**config.mk**
```make
export PLATFORM = sky130hd
export DESIGN_NAME = switch_mcu_regfile
export DESIGN_NICKNAME = d
export VERILOG_FILES = /design/src/rtl/switch_mcu_pkg.sv /design/src/rtl/switch_mcu_regfile_wsel.sv /design/src/rtl/switch_mcu_regfile.sv
export SDC_FILE = /design/constraint.sdc
export NUM_CORES = 2
export LEC_CHECK = 0
export ABC_AREA = 1
export BUFFER_PORTS_ARGS = -buffer_cell sky130_fd_sc_hd__buf_2
export CORE_MARGIN = 2
export CORE_UTILIZATION = 45
export CTS_BUF_LIST = sky130_fd_sc_hd__clkbuf_16
export CTS_CLUSTER_SIZE = 24
export DETAILED_ROUTE_END_ITERATION = 8
export HOLD_SLACK_MARGIN = 0.05
export SYNTH_ARGS = -nofsm -noshare
export SYNTH_HDL_FRONTEND = slang
export SYNTH_SLANG_ARGS = --single-unit
export TNS_END_PERCENT = 30
```
**constraint.sdc**
```tcl
create_clock -name in_clk -period 2.9 [get_ports in_clk]
set_input_delay 0.29 -clock in_clk [delete_from_list [all_inputs] [get_ports in_clk]]
set_output_delay 0.29 -clock in_clk [all_outputs]
set_load 0.005 [all_outputs]
```
**src/rtl/switch_mcu_pkg.sv**
```systemverilog
// Shared constants for the switch MCU core: register-file geometry and the
// fixed mapping of ALU units onto register-file write ports.
package switch_mcu_pkg;

  localparam int REG_NUM = 32;
  localparam int REG_AW  = 5;
  localparam int XLEN    = 32;

  localparam int WP_LUI    = 0;
  localparam int WP_AUIPC  = 1;
  localparam int WP_OP     = 2;
  localparam int WP_OP_IMM = 3;
  localparam int WP_LOAD   = 4;
  localparam int WP_JAL    = 5;
  localparam int WP_JALR   = 6;
  localparam int WP_CSR    = 7;
  localparam int WP_COUNT  = 8;

endpackage : switch_mcu_pkg

```
**src/rtl/switch_mcu_regfile_wsel.sv**
```systemverilog
// Priority write selector: lowest-index enabled port with a non-x0 address
// wins; two or more enables in one cycle are reported as a collision.
module switch_mcu_regfile_wsel
  import switch_mcu_pkg::*;
#(
  parameter int NUM_WP = WP_COUNT
) (
  input  logic [NUM_WP-1:0]        wen,
  input  logic [NUM_WP*REG_AW-1:0] waddr,
  input  logic [NUM_WP*XLEN-1:0]   wdata,
  output logic                     sel_valid,
  output logic [REG_AW-1:0]        sel_addr,
  output logic [XLEN-1:0]          sel_data,
  output logic                     collision
);

  logic [NUM_WP-1:0] wen_low_cleared_s;

  // Lowest-index qualifying port takes the write.
  always_comb begin
    sel_valid = 1'b0;
    sel_addr  = {REG_AW{1'b0}};
    sel_data  = {XLEN{1'b0}};
    for (int i = 0; i < NUM_WP; i++) begin
      if (!sel_valid && wen[i] && (waddr[i*REG_AW +: REG_AW] != {REG_AW{1'b0}})) begin
        sel_valid = 1'b1;
        sel_addr  = waddr[i*REG_AW +: REG_AW];
        sel_data  = wdata[i*XLEN +: XLEN];
      end else begin
        sel_valid = sel_valid;
      end
    end
  end

  // Clearing the lowest set bit leaves something only if two or more bits were set.
  always_comb begin
    wen_low_cleared_s = wen & (wen - NUM_WP'(1));
    collision         = |wen_low_cleared_s;
  end

endmodule : switch_mcu_regfile_wsel

```
**src/rtl/switch_mcu_regfile.sv**
```systemverilog
// 32x32 integer register file with merged ALU write ports, two bypassed
// combinational read ports and a sticky/saturating write-collision monitor.
module switch_mcu_regfile
  import switch_mcu_pkg::*;
#(
  parameter int NUM_WP = WP_COUNT,
  parameter int CNT_W  = 8
) (
  input  logic                     in_clk,
  input  logic                     in_rst,
  input  logic [NUM_WP-1:0]        in_wen,
  input  logic [NUM_WP*REG_AW-1:0] in_waddr,
  input  logic [NUM_WP*XLEN-1:0]   in_wdata,
  input  logic [REG_AW-1:0]        in_raddr1,
  input  logic [REG_AW-1:0]        in_raddr2,
  output logic [XLEN-1:0]          out_rdata1,
  output logic [XLEN-1:0]          out_rdata2,
  input  logic                     in_clr_err,
  output logic                     out_collision,
  output logic [CNT_W-1:0]         out_collision_cnt
);

  logic [XLEN-1:0]   regs_r [REG_NUM];
  logic              armed_r;
  logic              collision_r;
  logic [CNT_W-1:0]  cnt_r;
  logic              sel_valid_s;
  logic [REG_AW-1:0] sel_addr_s;
  logic [XLEN-1:0]   sel_data_s;
  logic              collision_s;
  logic              wr_en_s;
  logic [XLEN-1:0]   rdata1_s;
  logic [XLEN-1:0]   rdata2_s;

  switch_mcu_regfile_wsel #(
    .NUM_WP(NUM_WP)
  ) u_wsel (
    .wen       (in_wen),
    .waddr     (in_waddr),
    .wdata     (in_wdata),
    .sel_valid (sel_valid_s),
    .sel_addr  (sel_addr_s),
    .sel_data  (sel_data_s),
    .collision (collision_s)
  );

  // armed_r stays low for the first edge after reset release so that edge never writes.
  always_ff @(posedge in_clk or negedge in_rst) begin
    if (!in_rst) begin
      armed_r <= 1'b0;
    end else begin
      armed_r <= 1'b1;
    end
  end

  assign wr_en_s = sel_valid_s & armed_r;

  // Architectural array; entry 0 is pinned to zero.
  always_ff @(posedge in_clk or negedge in_rst) begin
    if (!in_rst) begin
      for (int i = 0; i < REG_NUM; i++) begin
        regs_r[i] <= {XLEN{1'b0}};
      end
    end else begin
      regs_r[0] <= {XLEN{1'b0}};
      for (int i = 1; i < REG_NUM; i++) begin
        if (wr_en_s && (sel_addr_s == REG_AW'(i))) begin
          regs_r[i] <= sel_data_s;
        end else begin
          regs_r[i] <= regs_r[i];
        end
      end
    end
  end

  // Collision status; clear beats a simultaneous collision.
  always_ff @(posedge in_clk or negedge in_rst) begin
    if (!in_rst) begin
      collision_r <= 1'b0;
      cnt_r       <= {CNT_W{1'b0}};
    end else if (in_clr_err) begin
      collision_r <= 1'b0;
      cnt_r       <= {CNT_W{1'b0}};
    end else if (collision_s && armed_r) begin
      collision_r <= 1'b1;
      if (cnt_r != {CNT_W{1'b1}}) begin
        cnt_r <= cnt_r + CNT_W'(1);
      end else begin
        cnt_r <= cnt_r;
      end
    end else begin
      collision_r <= collision_r;
      cnt_r       <= cnt_r;
    end
  end

  // Read port 1 with bypass from the winning write only.
  always_comb begin
    rdata1_s = {XLEN{1'b0}};
    if (in_raddr1 == {REG_AW{1'b0}}) begin
      rdata1_s = {XLEN{1'b0}};
    end else if (wr_en_s && (sel_addr_s == in_raddr1)) begin
      rdata1_s = sel_data_s;
    end else begin
      rdata1_s = regs_r[in_raddr1];
    end
  end

  // Read port 2 with bypass from the winning write only.
  always_comb begin
    rdata2_s = {XLEN{1'b0}};
    if (in_raddr2 == {REG_AW{1'b0}}) begin
      rdata2_s = {XLEN{1'b0}};
    end else if (wr_en_s && (sel_addr_s == in_raddr2)) begin
      rdata2_s = sel_data_s;
    end else begin
      rdata2_s = regs_r[in_raddr2];
    end
  end

  assign out_rdata1        = rdata1_s;
  assign out_rdata2        = rdata2_s;
  assign out_collision     = collision_r;
  assign out_collision_cnt = cnt_r;

endmodule : switch_mcu_regfile

```
Yosys cells after proc, flatten, opt, wreduce, memory -nomap -nowiden

Cells that the tools add are included.

Add/sub/neg operators: 2
$mul: 0
Divide/modulo/power cells: 0
Order comparisons: 2
Equality and inequality tests: 34
Shifts and indexed selects: 0
Muxes and demuxes: 39
Bitwise logic cells: 4
Reduce and logical (&&, ||, !) cells: 70

Operators with widths:

| cell                                                                   | count |
|---|---|
| 32-bit two-way mux                                                     | 16 |
| 32-bit binary-select mux with 5-bit select                             | 2 |
| 5-bit equality test (second input constant)                            | 16 |
| 1-bit logical AND                                                      | 49 |
| 5-bit by 4-bit equality test with 1-bit output (second input constant) | 8 |
| 5-bit two-way mux                                                      | 8 |
| 5-bit nonzero test                                                     | 8 |
| 8-bit two-way mux                                                      | 3 |
| 5-bit by 3-bit equality test with 1-bit output (second input constant) | 4 |
| 6-bit greater-or-equal comparator (second input constant)              | 2 |
| 5-bit inverter with 6-bit output                                       | 2 |
| 5-bit by 2-bit equality test with 1-bit output (second input constant) | 2 |
| 5-bit equality test                                                    | 2 |
| 5-bit zero test                                                        | 2 |
| 1-bit two-way mux                                                      | 10 |
| 8-bit by 1-bit adder with 8-bit output (second input constant)         | 1 |
| 8-bit AND                                                              | 1 |
| 8-bit != test (second input constant)                                  | 1 |
| 8-bit OR reduction                                                     | 1 |
| 8-bit by 1-bit subtractor with 8-bit output (second input constant)    | 1 |
| 1-bit zero test                                                        | 7 |
| 5-bit by 1-bit equality test with 1-bit output (second input constant) | 1 |
| 2-bit nonzero test                                                     | 2 |
| 2-bit AND reduction                                                    | 1 |
| 1-bit AND                                                              | 1 |

Bits in registers: 1002
Bits in latches: 0
Memory bits (writable): 0
ROM bits: 0
Input port bits: 317
Output and inout port bits: 73
Word-level logic and storage cells: 185
Memories: 0

Longest topological paths before layout

Depth in word-level cells: 35
Mapped depth: 23
Mapped depth without buffers: 22

By module

A second synthesis with hierarchy kept.

Cell total of the unflattened synthesis: 9658
Area total of the unflattened synthesis: 61840.6 µm²

By module, submodules not included:

| module                  | times used | cells each | area an instance (µm²) | sequential area each (µm²) |
|---|---|---|---|---|
| switch_mcu_regfile      | 1          | 8996       | 58702.6                | 25074.0 |
| switch_mcu_regfile_wsel | 1          | 662        | 3138.0                 | 0.0 |

Least setup slack after synthesis

No wires, ideal clock.

Kind: input-to-output
Start: in in_waddr[5]
End: out out_rdata1[25]
Data arrival time: 2.473 ns
Data required time: 2.610 ns
Slack: 0.137 ns
Cell stages on the path: 20
Path buffers: 3
Cells stage by stage: nor2_1 nand3_1 nand2_1 nand2_2 a21oi_4 o2111ai_1 nor2_1 buf_4 buf_6 nand2_1 nand2_2 nand2_2 nand2_1 nand2_1 nor2_1 nand3_1 buf_2 nand2_1 nand2_1 inv_1

Word-level cells in the longest chain between the ends: 31
Elaborated cells between the ends (all ways): 46
Classes of those cells: 1 x eq/ne; 23 x mux; 1 x bitwise; 21 x reduce/logical

Ends and longest elaborated chain:

| element                                                       | RTL line                                            | text |
|---|---|---|
| start: declaration                                            | switch_mcu_regfile.sv:12                            | `input logic [NUM_WP*REG_AW-1:0] in_waddr,` |
| 5-bit nonzero test                                            | switch_mcu_regfile_wsel.sv:25                       | `if (!sel_valid && wen[i] && (waddr[i*REG_AW +: REG_AW] != {REG_AW{1'b0}})) begin` |
| 1-bit logical AND                                             | switch_mcu_regfile_wsel.sv:25                       |  |
| 1-bit two-way mux                                             | switch_mcu_regfile_wsel.sv:25                       |  |
| 1-bit zero test                                               | switch_mcu_regfile_wsel.sv:25                       |  |
| 1-bit logical AND (2 in series)                               | switch_mcu_regfile_wsel.sv:25                       |  |
| 1-bit two-way mux                                             | switch_mcu_regfile_wsel.sv:25                       |  |
| 1-bit zero test                                               | switch_mcu_regfile_wsel.sv:25                       |  |
| 1-bit logical AND (2 in series)                               | switch_mcu_regfile_wsel.sv:25                       |  |
| (+12 left out)                                                | --                                                  |  |
| 1-bit two-way mux                                             | switch_mcu_regfile_wsel.sv:25                       |  |
| 1-bit zero test                                               | switch_mcu_regfile_wsel.sv:25                       |  |
| 1-bit logical AND (2 in series)                               | switch_mcu_regfile_wsel.sv:25                       |  |
| 5-bit two-way mux / 1-bit two-way mux (equally long branches) | switch_mcu_regfile_wsel.sv:25                       |  |
| 5-bit equality test / 1-bit AND (equally long branches)       | switch_mcu_regfile.sv:102, switch_mcu_regfile.sv:56 |  |
| 1-bit logical AND                                             | switch_mcu_regfile.sv:102                           | `end else if (wr_en_s && (sel_addr_s == in_raddr1)) begin` |
| 32-bit two-way mux (*)                                        | switch_mcu_regfile.sv:102                           |  |
| 32-bit two-way mux (*)                                        | switch_mcu_regfile.sv:100                           | `if (in_raddr1 == {REG_AW{1'b0}}) begin` |
| end: declaration                                              | switch_mcu_regfile.sv:16                            | `output logic [XLEN-1:0] out_rdata1,` |

Every way passes the cells marked *; elsewhere a longest branch is shown, timed or not.

Worst setup path after layout

Start: in in_waddr[4]
End: out out_rdata2[21]

Word-level cells in the longest chain between the ends: 35
Elaborated cells between the ends (all ways): 52
Classes of those cells: 1 x eq/ne; 26 x mux; 1 x bitwise; 24 x reduce/logical

Ends and longest elaborated chain:

| element                                                       | RTL line                                            | text |
|---|---|---|
| 5-bit nonzero test                                            | switch_mcu_regfile_wsel.sv:25                       |  |
| 1-bit logical AND                                             | switch_mcu_regfile_wsel.sv:25                       |  |
| 1-bit two-way mux                                             | switch_mcu_regfile_wsel.sv:25                       |  |
| 1-bit zero test                                               | switch_mcu_regfile_wsel.sv:25                       |  |
| 1-bit logical AND (2 in series)                               | switch_mcu_regfile_wsel.sv:25                       |  |
| 1-bit two-way mux                                             | switch_mcu_regfile_wsel.sv:25                       |  |
| 1-bit zero test                                               | switch_mcu_regfile_wsel.sv:25                       |  |
| 1-bit logical AND (2 in series)                               | switch_mcu_regfile_wsel.sv:25                       |  |
| (+16 left out)                                                | --                                                  |  |
| 1-bit two-way mux                                             | switch_mcu_regfile_wsel.sv:25                       |  |
| 1-bit zero test                                               | switch_mcu_regfile_wsel.sv:25                       |  |
| 1-bit logical AND (2 in series)                               | switch_mcu_regfile_wsel.sv:25                       |  |
| 5-bit two-way mux / 1-bit two-way mux (equally long branches) | switch_mcu_regfile_wsel.sv:25                       |  |
| 5-bit equality test / 1-bit AND (equally long branches)       | switch_mcu_regfile.sv:114, switch_mcu_regfile.sv:56 |  |
| 1-bit logical AND                                             | switch_mcu_regfile.sv:114                           | `end else if (wr_en_s && (sel_addr_s == in_raddr2)) begin` |
| 32-bit two-way mux (*)                                        | switch_mcu_regfile.sv:114                           |  |
| 32-bit two-way mux (*)                                        | switch_mcu_regfile.sv:112                           | `if (in_raddr2 == {REG_AW{1'b0}}) begin` |
| end: declaration                                              | switch_mcu_regfile.sv:17                            | `output logic [XLEN-1:0] out_rdata2,` |

Marks and branches as above.

==> flow_summary.html <==
<table>
<tr><th>Metric</th><th>Value</th></tr>
<tr><th colspan="2">Placement</th></tr>
<tr><td>GP Congestion</td><td>slightly above 1</td></tr>
<tr><td>Number of cells after detailed placement</td><td>9888</td></tr>
<tr><td>Count of input and output buffers</td><td>389</td></tr>
<tr><td>HPWL after detailed placement</td><td>181 mm</td></tr>
<tr><th colspan="2">Clocking</th></tr>
<tr><td>Post-CTS clock slew at the launch and capture registers of the worst setup and hold paths</td><td>about 60 ps</td></tr>
<tr><td>CTS sink count</td><td>~1000</td></tr>
<tr><td>Longest Clk Path Bufs</td><td>3</td></tr>
<tr><td>Root Driver</td><td>sky130_fd_sc_hd__clkbuf_16</td></tr>
<tr><td>CTS tree</td><td>done</td></tr>
<tr><td>H-Tree Level Count</td><td>3</td></tr>
<tr><td>Clock buffer count from CTS</td><td>113</td></tr>
<tr><td>Source-to-sink clock delay at the later pin of the worst-skew pair</td><td>between 700 and 800 ps</td></tr>
<tr><th colspan="2">Setup path</th></tr>
<tr><td>Cell family with most CP delay</td><td>simple AND/OR/NAND/NOR gates</td></tr>
<tr><td>Maximum fanout along the worst path</td><td>6</td></tr>
<tr><td>CP Buf/Inv Count</td><td>8</td></tr>
<tr><td>FF-to-FF setup slack</td><td>approximately 710 ps</td></tr>
<tr><td>Worst setup SP type</td><td>input pin</td></tr>
<tr><td>Worst path slowest cell</td><td>sky130_fd_sc_hd__nand3_4</td></tr>
<tr><td>CP Capture Type</td><td>output pin</td></tr>
<tr><td>Critical path class</td><td>in2out</td></tr>
<tr><td>CP dominant cell by count</td><td>sky130_fd_sc_hd__nand2_1</td></tr>
<tr><td>Worst path required time</td><td>2610 ps</td></tr>
<tr><td>Worst EP arrival</td><td>2920 ps</td></tr>
<tr><td>Crit-path max cell delay</td><td>roughly 210 ps</td></tr>
<tr><th colspan="2">Yosys</th></tr>
<tr><td>Number of enable-type register cells in the synthesized netlist</td><td>0</td></tr>
<tr><td>Cell variety after synth</td><td>52</td></tr>
<tr><td>Avg Inst Size Synth</td><td>7.22 µm²</td></tr>
<tr><td>Gate count after technology mapping</td><td>7955</td></tr>
<tr><td>Synth Net Count</td><td>around 8300</td></tr>
<tr><td>Synth warn</td><td>0</td></tr>
<tr><td>Proportion of synthesized chip area in sequential cells</td><td>between 40% and 50%</td></tr>
<tr><td>Most used DFF post-synth</td><td>sky130_fd_sc_hd__dfrtp_1</td></tr>
<tr><td>Share of synthesized registers carrying an async set or reset</td><td>100%</td></tr>
<tr><td>Post-synthesis instance area</td><td>0.0574 mm²</td></tr>
<tr><td>#FFs+latches synth</td><td>1002</td></tr>
<tr><th colspan="2">Global routing</th></tr>
<tr><td>Aggregate global routing overflow</td><td>0</td></tr>
<tr><td>First-pass GRT wire length</td><td>slightly below 400 mm</td></tr>
<tr><td>Number of global-route vias before repair</td><td>between 50000 and 60000</td></tr>
<tr><td>Number of antenna violations at the first check in global routing</td><td>36</td></tr>
<tr><td>GR Util All Layers</td><td>39.8%</td></tr>
<tr><td>Largest net degree at the start of global routing</td><td>118</td></tr>
<tr><th colspan="2">STA</th></tr>
<tr><td>Worst setup margin</td><td>-314 ps</td></tr>
<tr><td>Crit share post-route</td><td>111%</td></tr>
<tr><td>Max-slew violation count</td><td>0</td></tr>
<tr><td>Final setup violation count</td><td>64</td></tr>
<tr><td>Worst slew margin</td><td>about 47%</td></tr>
<tr><td>RSZ-0062 raised after global routing</td><td>true</td></tr>
<tr><td>Actual transition at the worst max-transition pin</td><td>794 ps</td></tr>
<tr><td>Final hold viol count</td><td>0</td></tr>
<tr><td>Final clock skew</td><td>33.6 ps</td></tr>
<tr><td>Final worst path period need</td><td>3210 ps</td></tr>
<tr><td>Upper clock frequency limit</td><td>between 300 and 400 MHz</td></tr>
<tr><th colspan="2">Route</th></tr>
<tr><td>DRC violation count after routing</td><td>0</td></tr>
<tr><td>Antenna Nets Post-Route</td><td>0</td></tr>
<tr><td>Wire length reported by the detailed router</td><td>between 200 and 300 mm</td></tr>
<tr><td>Via density</td><td>6.18</td></tr>
<tr><td>Wire length per cell</td><td>26.1 µm</td></tr>
<tr><td>DR iter-0 viols</td><td>9038</td></tr>
<tr><td>DR pass1 iterations</td><td>8</td></tr>
<tr><td>Vias</td><td>62700</td></tr>
<tr><th colspan="2">Layout</th></tr>
<tr><td>Signed area change from the synthesized netlist to the final layout</td><td>24.5%</td></tr>
<tr><td>Final core area utilization</td><td>56.2%</td></tr>
<tr><td>Final #Nets</td><td>8695</td></tr>
<tr><td>Total area of sequential cells</td><td>between 0.02 and 0.03 mm²</td></tr>
<tr><td>Multi-input gate area</td><td>between 0.02 and 0.03 mm²</td></tr>
<tr><td>Most used cells in the layout excluding fill and tap cells</td><td>sky130_fd_sc_hd__nand2_1, sky130_fd_sc_hd__dfrtp_1, sky130_fd_sc_hd__o21ai_1</td></tr>
<tr><td>Most common library cell in the layout ignoring fill and taps</td><td>sky130_fd_sc_hd__nand2_1</td></tr>
<tr><td>Fill cell count</td><td>12100</td></tr>
<tr><td>Number of standard cells in the final layout excluding fillers</td><td>10100</td></tr>
<tr><td>Share of cells above drive strength 1</td><td>approximately 18%</td></tr>
<tr><th colspan="2">Power and ir drop</th></tr>
<tr><td>Peak supply drop</td><td>between 0.5 and 0.6 mV</td></tr>
<tr><td>Pwr dens</td><td>~710 mW/mm²</td></tr>
<tr><td>LEAKAGE</td><td>32.3 nW</td></tr>
<tr><th colspan="2">Floorplanning</th></tr>
<tr><td>Die outline area</td><td>0.131 mm²</td></tr>
<tr><td>Core Box Area</td><td>0.127 mm²</td></tr>
<tr><td>Die Span Y</td><td>about 360 µm</td></tr>
<tr><td>Chip Width</td><td>between 300 and 400 µm</td></tr>
<tr><td>Starting density of the core</td><td>roughly 45%</td></tr>
<tr><td>Number of rows created at floorplan</td><td>131</td></tr>
<tr><td>I/O Pins</td><td>a little under 400</td></tr>
<tr><th colspan="2">Outcome</th></tr>
<tr><td>Result of the run</td><td>finished with violations</td></tr>
<tr><td>Violations in the final reports</td><td>negative setup slack</td></tr>
<tr><th colspan="2">Hold path</th></tr>
<tr><td>Hold/Removal Path Class</td><td>in2async</td></tr>
<tr><th colspan="2">Job</th></tr>
<tr><td>Max-cap violation count</td><td>0</td></tr>
</table>
per-stage QoR:
| stage | setup WS [ps] | area, µm² | hold WS [ps] | setup TNS, ps | power [mW] |
|---|---|---|---|---|---|
| global placement | -636 | 66600 | 292 | -353510 | 35.7 |
| global route | -399 | 71500 | 149 | -21210 | 54.2 |
| detailed placement | -664 | 66600 | 294 | -371760 | 36.2 |
| floorplan | 137 | 57400 | -5.59 | 0 | 30.3 |
| CTS | -271 | 70900 | 94.2 | -12900 | 50.7 |
| finish | -314 | 71500 | 119 | -14140 | 51.1 |
power by group:
group / switching (mW) / internal (mW)
Sequential: 3.58 / 18.7
Combinational: 8.52 / 5.94
Clock: 6.30 / 8.11
Total: 18.4 / 32.7
layer usage:
| layer | GRT usage [%] | share of wire [%] | vias to the layer above |
|---|---|---|---|
| li1 | - | - | 28200 |
| met1 | 52.0 | 39 | 29600 |
| met2 | 59.9 | 43 | 4006 |
| met3 | 10.4 | 12 | 831 |
| met4 | 22.0 | 6.2 | 34 |
| met5 | 0 | 0.082 | - |
layout make-up:
class | instances | share of cell area, %
multi-input combinational | 5794 | 40.3
sequential | 1002 | 35.1
timing repair buffer | 1081 | 14.5
clock buffer | 116 | 4.06
tap | 1662 | 2.91
inverter | 385 | 2.10
clock inverter | 95 | 1.04
antenna | 12 | 0.0420
cell usage after synthesis, types with 7 or more instances:
cell type / instances / area, µm²
sky130_fd_sc_hd__nor2_1: 112 / 420
sky130_fd_sc_hd__o21ai_1: 882 / 4410
sky130_fd_sc_hd__a211oi_1: 33 / 248
sky130_fd_sc_hd__nor3_1: 128 / 641
sky130_fd_sc_hd__inv_2: 14 / 52.6
sky130_fd_sc_hd__o311a_1: 27 / 270
sky130_fd_sc_hd__o31ai_1: 11 / 82.6
sky130_fd_sc_hd__buf_2: 102 / 510
sky130_fd_sc_hd__o2111ai_1: 7 / 61.3
sky130_fd_sc_hd__a311oi_1: 66 / 578
sky130_fd_sc_hd__o311ai_0: 94 / 823
sky130_fd_sc_hd__dfrtp_1: 1002 / 25100
sky130_fd_sc_hd__clkbuf_1: 570 / 2140
sky130_fd_sc_hd__a31oi_1: 64 / 400
sky130_fd_sc_hd__inv_1: 368 / 1380
sky130_fd_sc_hd__nand3_1: 371 / 1860
sky130_fd_sc_hd__nand2_1: 2273 / 8530
sky130_fd_sc_hd__nand2_2: 27 / 169
sky130_fd_sc_hd__a221oi_1: 74 / 648
sky130_fd_sc_hd__a21oi_1: 745 / 3730
sky130_fd_sc_hd__nor4_1: 19 / 119
sky130_fd_sc_hd__a311o_1: 8 / 80.1
sky130_fd_sc_hd__o211ai_1: 66 / 495
sky130_fd_sc_hd__nand4_1: 95 / 594
sky130_fd_sc_hd__o21ai_0: 620 / 3100
sky130_fd_sc_hd__a22oi_1: 22 / 165
sky130_fd_sc_hd__buf_1: 97 / 364
sky130_fd_sc_hd__nor2_2: 7 / 43.8
cell families after synthesis:
group	synth area share, %
AND/OR/NAND/NOR	21.8
AO/OA/AOI/OAI	26.7
adder cells (fa/ha/maj)	0.0218
other	0.00653
buffers and inverters	7.85
flip-flops	43.7
worst reg2reg max path: stages, from the launching register on:
cell,delay (ps)
sky130_fd_sc_hd__dfrtp_1,380
sky130_fd_sc_hd__ha_1,210
sky130_fd_sc_hd__inv_1,60
sky130_fd_sc_hd__nor4_1,360
sky130_fd_sc_hd__inv_1,70
sky130_fd_sc_hd__nor2_1,90
sky130_fd_sc_hd__inv_1,50
sky130_fd_sc_hd__o211ai_1,190
sky130_fd_sc_hd__nand2_1,190
sky130_fd_sc_hd__nand2_1,140
sky130_fd_sc_hd__nor2_1,70
sky130_fd_sc_hd__nand2_1,70
sky130_fd_sc_hd__o21ai_0,70
sky130_fd_sc_hd__nand2_1,60
sky130_fd_sc_hd__nor2_1,40
flip-flops by register name, summed over array words and instances (netlist names):
name and cells:
armed_r 1, out_collision 1, out_collision_cnt 8, regs_r 992
path summary, 6_finish.rpt:
kind,startpoint,end,cells past startpoint
max in group asynchronous,in_rst,regs_r[265],3
worst min register to register,regs_r[100],regs_r[100],2
worst max register to register,out_collision_cnt[1],out_collision_cnt[7],14
worst min-delay path,in_rst,regs_r[387],2
min in group in_clk,in_wdata[252],regs_r[924],4
worst max-delay path,in_waddr[4],out_rdata2[21],25
timing repair:
item / CTS / global route
endpoints found under the setup margin: 64 / 64
setup buffers: 20 / 11
cloned: 2 / 3
gates resized for setup: 107 / 140
endpoints found under the hold margin: 268 / 0
hold buffers: 4 / 0
pin swaps: 45 / 57
Note: power is estimated with default switching activity, not from simulation.
